### config.mk
export PLATFORM = sky130hd
export DESIGN_NAME = router_pkt_ctrl_flat
export DESIGN_NICKNAME = d
export VERILOG_FILES = /design/src/rtl/router_pkg.sv /design/src/rtl/router_pkt_ctrl_if.sv /design/src/rtl/router_pkt_reg.sv /design/src/rtl/router_pkt_ctrl.sv /design/src/flat_wrapper.sv
export SDC_FILE = /design/constraint.sdc
export NUM_CORES = 1
export LEC_CHECK = 0
export ABC_CLOCK_PERIOD_IN_PS = 5400
export CORE_AREA = 2 2 76 92
export CTS_CLUSTER_SIZE = 24
export DETAILED_ROUTE_END_ITERATION = 6
export DIE_AREA = 0 0 78 94
export GPL_TIMING_DRIVEN = 0
export PLACE_DENSITY = 0.66
export REMOVE_ABC_BUFFERS = 1
export SLEW_MARGIN = 20
export SYNTH_ARGS = -nofsm -noshare
export SYNTH_HDL_FRONTEND = slang
export SYNTH_SLANG_ARGS = --single-unit
### constraint.sdc
create_clock -name clock -period 5.4 [get_ports clock]
set_input_delay 1.35 -clock clock [delete_from_list [all_inputs] [get_ports clock]]
set_output_delay 1.35 -clock clock [all_outputs]
set_load 0.005 [all_outputs]
### src/rtl/router_pkg.sv
// Shared constants, state encodings and helpers for the router write-side controller.
package router_pkg;

    localparam int NUM_PORTS  = 3;
    localparam int DEF_DATA_W = 8;
    localparam int DEF_LEN_W  = 6;

    localparam logic [1:0] ADDR_INVALID = 2'b11;

    // State encodings kept as plain constants so legacy code can compare raw state codes.
    typedef logic [2:0] state_t;

    localparam state_t DECODE_ADDRESS  = 3'd0;
    localparam state_t WAIT_TILL_EMPTY = 3'd1;
    localparam state_t LOAD_FIRST_DATA = 3'd2;
    localparam state_t LOAD_DATA       = 3'd3;
    localparam state_t FIFO_FULL_STATE = 3'd4;
    localparam state_t LOAD_AFTER_FULL = 3'd5;
    localparam state_t LOAD_PARITY     = 3'd6;
    localparam state_t CHECK_PARITY    = 3'd7;

    // One-hot FIFO select; the invalid address selects nothing.
    function automatic logic [NUM_PORTS-1:0] port_sel(input logic [1:0] addr);
        logic [NUM_PORTS-1:0] sel;
        case (addr)
            2'd0:    sel = 3'b001;
            2'd1:    sel = 3'b010;
            2'd2:    sel = 3'b100;
            default: sel = 3'b000;
        endcase
        return sel;
    endfunction

endpackage

### src/rtl/router_pkt_ctrl_if.sv
// Source-side byte stream and FIFO-bank signals of the router write path.
interface router_pkt_ctrl_if #(
    parameter int DATA_W = router_pkg::DEF_DATA_W
);
    logic                             pkt_valid;
    logic [DATA_W-1:0]                data_in;
    logic [router_pkg::NUM_PORTS-1:0] fifo_full;
    logic [router_pkg::NUM_PORTS-1:0] fifo_empty;
    logic [router_pkg::NUM_PORTS-1:0] soft_reset;
    logic                             busy;
    logic [router_pkg::NUM_PORTS-1:0] write_enb;
    logic [DATA_W-1:0]                dout;
    logic                             lfd_state;
    logic                             parity_err;
    logic                             pkt_done;

    // Environment side: source, FIFO flags and timeout logic.
    modport master (
        output pkt_valid, data_in, fifo_full, fifo_empty, soft_reset,
        input  busy, write_enb, dout, lfd_state, parity_err, pkt_done
    );

    // Controller side.
    modport slave (
        input  pkt_valid, data_in, fifo_full, fifo_empty, soft_reset,
        output busy, write_enb, dout, lfd_state, parity_err, pkt_done
    );
endinterface

### src/rtl/router_pkt_reg.sv
// Packet datapath: header, held byte, running parity, received parity and payload count.
module router_pkt_reg
    import router_pkg::*;
#(
    parameter int DATA_W = DEF_DATA_W,
    parameter int LEN_W  = DEF_LEN_W
) (
    input  logic              clock,
    input  logic              reset,
    input  logic              i_clr,
    input  logic              i_hdr_ld,
    input  logic              i_pay_ld,
    input  logic              i_par_ld,
    input  logic              i_hold_ld,
    input  logic              i_hold_par,
    input  logic [DATA_W-1:0] i_data,
    output logic [DATA_W-1:0] o_header,
    output logic [DATA_W-1:0] o_hold,
    output logic [1:0]        o_addr,
    output logic              o_len_zero,
    output logic              o_last,
    output logic              o_more,
    output logic              o_held_par,
    output logic              o_par_mismatch
);
    logic [DATA_W-1:0] r_header;
    logic [DATA_W-1:0] r_hold;
    logic [DATA_W-1:0] r_parity_acc;
    logic [DATA_W-1:0] r_rx_parity;
    logic [LEN_W-1:0]  r_count;
    logic              r_held_par;
    logic [LEN_W-1:0]  w_len;
    logic [LEN_W-1:0]  w_count_inc;

    assign w_len       = r_header[DATA_W-1 -: LEN_W];
    assign w_count_inc = r_count + LEN_W'(1);

    // Header load restarts the packet; payload bytes fold into parity whether written or held.
    always_ff @(posedge clock or posedge reset) begin
        if (reset) begin
            r_header     <= '0;
            r_hold       <= '0;
            r_parity_acc <= '0;
            r_rx_parity  <= '0;
            r_count      <= '0;
            r_held_par   <= 1'b0;
        end else if (i_hdr_ld) begin
            r_header     <= i_data;
            r_hold       <= '0;
            r_parity_acc <= i_data;
            r_rx_parity  <= '0;
            r_count      <= '0;
            r_held_par   <= 1'b0;
        end else if (i_clr) begin
            r_hold       <= '0;
            r_parity_acc <= '0;
            r_rx_parity  <= '0;
            r_count      <= '0;
            r_held_par   <= 1'b0;
        end else begin
            if (i_pay_ld) begin
                r_parity_acc <= r_parity_acc ^ i_data;
                r_count      <= w_count_inc;
            end
            if (i_par_ld) begin
                r_rx_parity <= i_data;
            end
            if (i_hold_ld) begin
                r_hold     <= i_data;
                r_held_par <= i_hold_par;
            end
        end
    end

    assign o_header       = r_header;
    assign o_hold         = r_hold;
    assign o_addr         = r_header[1:0];
    assign o_len_zero     = (w_len == '0);
    assign o_last         = (w_count_inc == w_len);
    assign o_more         = (r_count < w_len);
    assign o_held_par     = r_held_par;
    assign o_par_mismatch = (r_parity_acc != r_rx_parity);

endmodule

### src/rtl/router_pkt_ctrl.sv
// Write-side packet sequencer: decodes the header, steers bytes into one of three FIFOs,
// stalls the source while the target FIFO is occupied or full, and checks packet parity.
//
// state            | meaning
// DECODE_ADDRESS   | idle, waiting for a header byte
// WAIT_TILL_EMPTY  | target FIFO still holds an older packet
// LOAD_FIRST_DATA  | header written to the FIFO
// LOAD_DATA        | payload bytes written as accepted
// FIFO_FULL_STATE  | accepted byte parked in hold register, FIFO full
// LOAD_AFTER_FULL  | parked byte written once space returns
// LOAD_PARITY      | parity byte written and captured
// CHECK_PARITY     | parity compared, packet completes
module router_pkt_ctrl
    import router_pkg::*;
#(
    parameter int DATA_W = DEF_DATA_W,
    parameter int LEN_W  = DEF_LEN_W
) (
    input logic              clock,
    input logic              reset,
    router_pkt_ctrl_if.slave bus
);
    state_t            r_state;
    state_t            w_state_nxt;
    logic              r_parity_err;
    logic              r_pkt_done;

    logic [DATA_W-1:0] w_header;
    logic [DATA_W-1:0] w_hold;
    logic [1:0]        w_addr;
    logic              w_len_zero;
    logic              w_last;
    logic              w_more;
    logic              w_held_par;
    logic              w_par_mismatch;
    logic              w_clr;
    logic              w_hdr_ld;
    logic              w_pay_ld;
    logic              w_par_ld;
    logic              w_hold_ld;
    logic              w_hold_par;
    logic              w_full;
    logic              w_srst;

    assign w_full = bus.fifo_full[w_addr];
    assign w_srst = (r_state != DECODE_ADDRESS) && bus.soft_reset[w_addr];

    router_pkt_reg #(
        .DATA_W (DATA_W),
        .LEN_W  (LEN_W)
    ) u_pkt_reg (
        .clock          (clock),
        .reset          (reset),
        .i_clr          (w_clr),
        .i_hdr_ld       (w_hdr_ld),
        .i_pay_ld       (w_pay_ld),
        .i_par_ld       (w_par_ld),
        .i_hold_ld      (w_hold_ld),
        .i_hold_par     (w_hold_par),
        .i_data         (bus.data_in),
        .o_header       (w_header),
        .o_hold         (w_hold),
        .o_addr         (w_addr),
        .o_len_zero     (w_len_zero),
        .o_last         (w_last),
        .o_more         (w_more),
        .o_held_par     (w_held_par),
        .o_par_mismatch (w_par_mismatch)
    );

    // Next state and datapath load strobes; a soft reset on the active port overrides all.
    always_comb begin
        w_state_nxt = r_state;
        w_clr       = 1'b0;
        w_hdr_ld    = 1'b0;
        w_pay_ld    = 1'b0;
        w_par_ld    = 1'b0;
        w_hold_ld   = 1'b0;
        w_hold_par  = 1'b0;
        if (w_srst) begin
            w_state_nxt = DECODE_ADDRESS;
            w_clr       = 1'b1;
        end else begin
            case (r_state)
                DECODE_ADDRESS: begin
                    if (bus.pkt_valid && (bus.data_in[1:0] != ADDR_INVALID)) begin
                        w_hdr_ld    = 1'b1;
                        w_state_nxt = bus.fifo_empty[bus.data_in[1:0]] ? LOAD_FIRST_DATA
                                                                       : WAIT_TILL_EMPTY;
                    end
                end
                WAIT_TILL_EMPTY: begin
                    if (bus.fifo_empty[w_addr]) w_state_nxt = LOAD_FIRST_DATA;
                end
                LOAD_FIRST_DATA: begin
                    w_state_nxt = w_len_zero ? LOAD_PARITY : LOAD_DATA;
                end
                LOAD_DATA: begin
                    if (bus.pkt_valid) begin
                        w_pay_ld = 1'b1;
                        if (w_full) begin
                            w_hold_ld   = 1'b1;
                            w_state_nxt = FIFO_FULL_STATE;
                        end else if (w_last) begin
                            w_state_nxt = LOAD_PARITY;
                        end
                    end
                end
                FIFO_FULL_STATE: begin
                    if (!w_full) w_state_nxt = LOAD_AFTER_FULL;
                end
                LOAD_AFTER_FULL: begin
                    if (w_held_par)  w_state_nxt = CHECK_PARITY;
                    else if (w_more) w_state_nxt = LOAD_DATA;
                    else             w_state_nxt = LOAD_PARITY;
                end
                LOAD_PARITY: begin
                    if (bus.pkt_valid) begin
                        w_par_ld = 1'b1;
                        if (w_full) begin
                            w_hold_ld   = 1'b1;
                            w_hold_par  = 1'b1;
                            w_state_nxt = FIFO_FULL_STATE;
                        end else begin
                            w_state_nxt = CHECK_PARITY;
                        end
                    end
                end
                CHECK_PARITY: begin
                    w_state_nxt = DECODE_ADDRESS;
                end
                default: begin
                    w_state_nxt = DECODE_ADDRESS;
                end
            endcase
        end
    end

    // Moore/data-dependent FIFO-side outputs; writes are suppressed while a port abort is pending.
    always_comb begin
        bus.busy      = 1'b0;
        bus.write_enb = '0;
        bus.dout      = '0;
        bus.lfd_state = 1'b0;
        case (r_state)
            WAIT_TILL_EMPTY, FIFO_FULL_STATE, CHECK_PARITY: begin
                bus.busy = 1'b1;
            end
            LOAD_FIRST_DATA: begin
                bus.busy = 1'b1;
                if (!w_srst) begin
                    bus.write_enb = port_sel(w_addr);
                    bus.dout      = w_header;
                    bus.lfd_state = 1'b1;
                end
            end
            LOAD_DATA, LOAD_PARITY: begin
                if (bus.pkt_valid && !w_full && !w_srst) begin
                    bus.write_enb = port_sel(w_addr);
                    bus.dout      = bus.data_in;
                end
            end
            LOAD_AFTER_FULL: begin
                bus.busy = 1'b1;
                if (!w_srst) begin
                    bus.write_enb = port_sel(w_addr);
                    bus.dout      = w_hold;
                end
            end
            default: begin
            end
        endcase
    end

    // State register.
    always_ff @(posedge clock or posedge reset) begin
        if (reset) r_state <= DECODE_ADDRESS;
        else       r_state <= w_state_nxt;
    end

    // Completion pulse and sticky parity flag; an aborted packet leaves the flag untouched.
    always_ff @(posedge clock or posedge reset) begin
        if (reset) begin
            r_parity_err <= 1'b0;
            r_pkt_done   <= 1'b0;
        end else begin
            r_pkt_done <= (r_state == CHECK_PARITY) && !w_srst;
            if (w_hdr_ld)
                r_parity_err <= 1'b0;
            else if ((r_state == CHECK_PARITY) && !w_srst)
                r_parity_err <= w_par_mismatch;
        end
    end

    assign bus.parity_err = r_parity_err;
    assign bus.pkt_done   = r_pkt_done;

endmodule

### src/flat_wrapper.sv
// flat-port wrapper written by rule: the top's interface ports become plain ports
module router_pkt_ctrl_flat import router_pkg::*;
#(
    parameter int DATA_W = DEF_DATA_W,
    parameter int LEN_W  = DEF_LEN_W
)
  (clock, reset, bus_pkt_valid, bus_data_in, bus_fifo_full, bus_fifo_empty, bus_soft_reset, bus_busy, bus_write_enb, bus_dout, bus_lfd_state, bus_parity_err, bus_pkt_done);
  router_pkt_ctrl_if #(.DATA_W(DATA_W)) bus_i ();
  input logic clock;
  input logic reset;
  input wire logic [$bits(bus_i.pkt_valid)-1:0] bus_pkt_valid;
  input wire logic [$bits(bus_i.data_in)-1:0] bus_data_in;
  input wire logic [$bits(bus_i.fifo_full)-1:0] bus_fifo_full;
  input wire logic [$bits(bus_i.fifo_empty)-1:0] bus_fifo_empty;
  input wire logic [$bits(bus_i.soft_reset)-1:0] bus_soft_reset;
  output wire logic [$bits(bus_i.busy)-1:0] bus_busy;
  output wire logic [$bits(bus_i.write_enb)-1:0] bus_write_enb;
  output wire logic [$bits(bus_i.dout)-1:0] bus_dout;
  output wire logic [$bits(bus_i.lfd_state)-1:0] bus_lfd_state;
  output wire logic [$bits(bus_i.parity_err)-1:0] bus_parity_err;
  output wire logic [$bits(bus_i.pkt_done)-1:0] bus_pkt_done;
  assign bus_i.pkt_valid = bus_pkt_valid;
  assign bus_i.data_in = bus_data_in;
  assign bus_i.fifo_full = bus_fifo_full;
  assign bus_i.fifo_empty = bus_fifo_empty;
  assign bus_i.soft_reset = bus_soft_reset;
  assign bus_busy = bus_i.busy;
  assign bus_write_enb = bus_i.write_enb;
  assign bus_dout = bus_i.dout;
  assign bus_lfd_state = bus_i.lfd_state;
  assign bus_parity_err = bus_i.parity_err;
  assign bus_pkt_done = bus_i.pkt_done;
  router_pkt_ctrl #(.DATA_W(DATA_W), .LEN_W(LEN_W)) u_core (.clock(clock), .reset(reset), .bus(bus_i));
endmodule
==> flow_metrics.tcl <==
set metrics [dict create \
    root_buffer "clkbuf_8" \
    avgRoutedWirePerCell_um 16.5 \
    power_density_mw_per_mm2 470 \
    hp-class "reg2reg" \
    min_period_over_period_pct 91.8 \
    cp.required_ps 4050 \
    dp.cells 424 \
    holdWs_ps 531 \
    routed_wirelength_mm 7.11 \
    ctsHoldBuffers 0 \
    cts_buffers 5 \
    status "completed" \
    setup_viol 0 \
    grt_max_degree 29 \
    clock_power_share_pct 13.0 \
    p_int_mw 0.871 \
    synthFlopType "dfrtp_1" \
    finalHoldViolations 0 \
    grt_busiest_layer "met2" \
    cp-end-kind "output pin" \
    htreeDepth 2 \
    antenna-diode-count 0 \
    p_leak_nw 1.45 \
    met3_usage_pct 3.56 \
    start_util_pct 44.2 \
    ir_drop_uv 243 \
    syn_area_mm2 0.00283 \
    placement_rows 32 \
    clock-sinks 44 \
    share_comb_of_total_power_pct 51.1 \
    synthArstFlopShare_pct 100 \
    first_pass_iters 4 \
    ios 35 \
    ctsResizeCount 0 \
    io_buffers 34 \
    clk_pin_slew_ps 80 \
    switchingPower_mw 0.684 \
    num_vias 2485 \
    ys_ff_latch 44 \
    layout_commonest_cell "nand2_1" \
    synth_cell_types 57 \
    path_max_fanout 9 \
    grt_overflow 0 \
    post_cts_buffers 0 \
    drv_slew 0 \
    initialDrtViolationCount 180 \
    power_mw 1.55 \
    area_growth_pct 16.8 \
    final_cell_mix "48 x nand2_1, 44 x dfrtp_1, 36 x nor2_1" \
    switching_share_pct 44.0 \
    fmax_mhz 202 \
    rrSetupSlack_ps 3140 \
    clk_latency_ps 300 \
    die_y_um 94 \
    drive_gt1_share_pct 6.94 \
    ys_warn_count 0 \
    finalCriticalPeriod_ps 4960 \
    synth_seq_area_share_pct 38.9 \
    use_met1_pct 26.0 \
    grt_pass1_wl_mm 12.2 \
    cap_violations 0 \
    track_usage_pct 21.2 \
    ant_nets 0 \
    drc 0 \
    grt_pass1_vias 2557 \
    power_frac_seq_pct 35.9 \
    synth_edf_count 0 \
    tns_ps 0 \
    start_kind "primary input" \
    grt_setup_unrepaired "false" \
    max_slew.worst_pin.slew_ps 818 \
    dieArea_mm2 0.00733 \
    arrival_ps 3610 \
    die_w_um 78 \
    dpl.hpwl_mm 5.17 \
    antenna_found_initial 0 \
    use_met2_pct 36.6 \
    slew-limit-headroom_pct 45.3 \
    layoutNonFillerInstCount 431 \
    clk_path_buf_depth 2 \
    syn_avg_cell_area_um2 8.82 \
    tritoncts "done" \
    syn_inst 321 \
    nNetsFinal 373 \
    coreArea_mm2 0.00641 \
    skew_ps 5.91 \
    gp_congestion 0.813 \
    path_class "in2out" \
    avgViaCountPerCell 5.77 \
]
## path summary, 6_finish.rpt
| check | from | end | cells after the start |
|---|---|---|---|
| max | bus_soft_reset[2] | bus_dout[7] | 7 |
| min | u_core.u_pkt_reg.o_hold[2] | u_core.u_pkt_reg.o_hold[2] | 2 |
| max reg2reg | u_core.u_pkt_reg.o_header[1] | u_core.u_pkt_reg.o_held_par | 5 |
| min reg2reg | u_core.u_pkt_reg.o_hold[2] | u_core.u_pkt_reg.o_hold[2] | 2 |
| max in group asynchronous | reset | u_core.r_state[0] | 3 |
| min in group asynchronous | reset | u_core.u_pkt_reg.r_rx_parity[2] | 2 |
## worst max-delay path, cell delays in order
cell,delay (ps)
clkdlybuf4s50_1,400
mux2i_1,220
o2bb2ai_2,180
nor3_2,590
a222oi_1,270
inv_1,100
clkdlybuf4s50_1,500
## through the flow
stage | setup slack, ps | util (%) | cell area, µm²
3_3_place_gp | 500 | 49.8 | 3190
3_5_place_dp | 480 | 50.4 | 3230
6_report | 442 | 51.6 | 3310
5_1_grt | 250 | 51.6 | 3310
4_1_cts | 454 | 51.6 | 3310
2_1_floorplan | 1690 | - | 2740
## power groups by stage
stage	clock network [mW]	logic (mW)	registers [mW]
final	0.202	0.794	0.559
after global routing	0.218	0.890	0.574
after CTS	0.209	0.796	0.556
after detailed placement	0	0.791	0.564
after global placement	0	0.758	0.562
after floorplan	0	0.536	0.525
## synthesized netlist by cell type, types with 2 or more instances
library cell	instances	area, µm²
a211oi_1	3	22.5
a21o_1	2	15.0
a21oi_1	21	105
a21oi_2	2	17.5
a221oi_1	2	17.5
a222oi_1	8	80.1
a2bb2oi_1	2	17.5
a31oi_1	2	12.5
a32oi_1	8	70.1
and2_1	2	12.5
and3_1	2	12.5
buf_2	9	45.0
clkbuf_1	7	26.3
dfrtp_1	44	1100
ha_1	7	87.6
inv_1	18	67.6
mux2i_1	10	100
nand2_1	48	180
nand3_1	7	35.0
nand4_1	3	18.8
nor2_1	36	135
nor2b_1	6	37.5
nor3_1	7	35.0
nor3_2	2	20.0
nor3b_1	3	22.5
o211ai_1	2	15.0
o21ai_0	10	50.1
o21ai_1	2	10.0
xnor2_1	15	131
xor2_1	4	35.0
## sequential cells by signal, summed over array words and instances (netlist names)
| signal | count |
|---|---|
| u_core.u_pkt_reg.o_header | 8 |
| u_core.u_pkt_reg.o_hold | 8 |
| u_core.u_pkt_reg.r_parity_acc | 8 |
| u_core.u_pkt_reg.r_rx_parity | 8 |
| u_core.u_pkt_reg.r_count | 6 |
| u_core.r_state | 3 |
| u_core.bus.parity_err | 1 |
| u_core.bus.pkt_done | 1 |
| u_core.u_pkt_reg.o_held_par | 1 |
## routing by layer
metal	part of all wire [%]	wire, µm
met5	0	0
met4	2.0	141
met3	5.2	367
met2	48	3450
met1	44	3150
## area by class of cell
type	instances	area (µm²)
timing repair buffer	36	372
clock inverter	2	12.5
sequential	44	1100
clock buffer	5	68.8
multi-input combinational	241	1580
fill	633	3100
inverter	18	67.6
tap	85	106
## cell families (layout without fill, tap and decap cells)
group | Yosys count | in the layout | share of synthesized area [%]
buf+inv | 36 | 61 | 5.44
xor+xnor | 19 | 19 | 5.88
simple gates | 125 | 125 | 21.2
fa+ha+maj | 8 | 8 | 3.49
flops | 44 | 44 | 38.9
mux | 13 | 13 | 5.13
compound gates | 76 | 76 | 20.0
(Power assumes the default switching activity.)
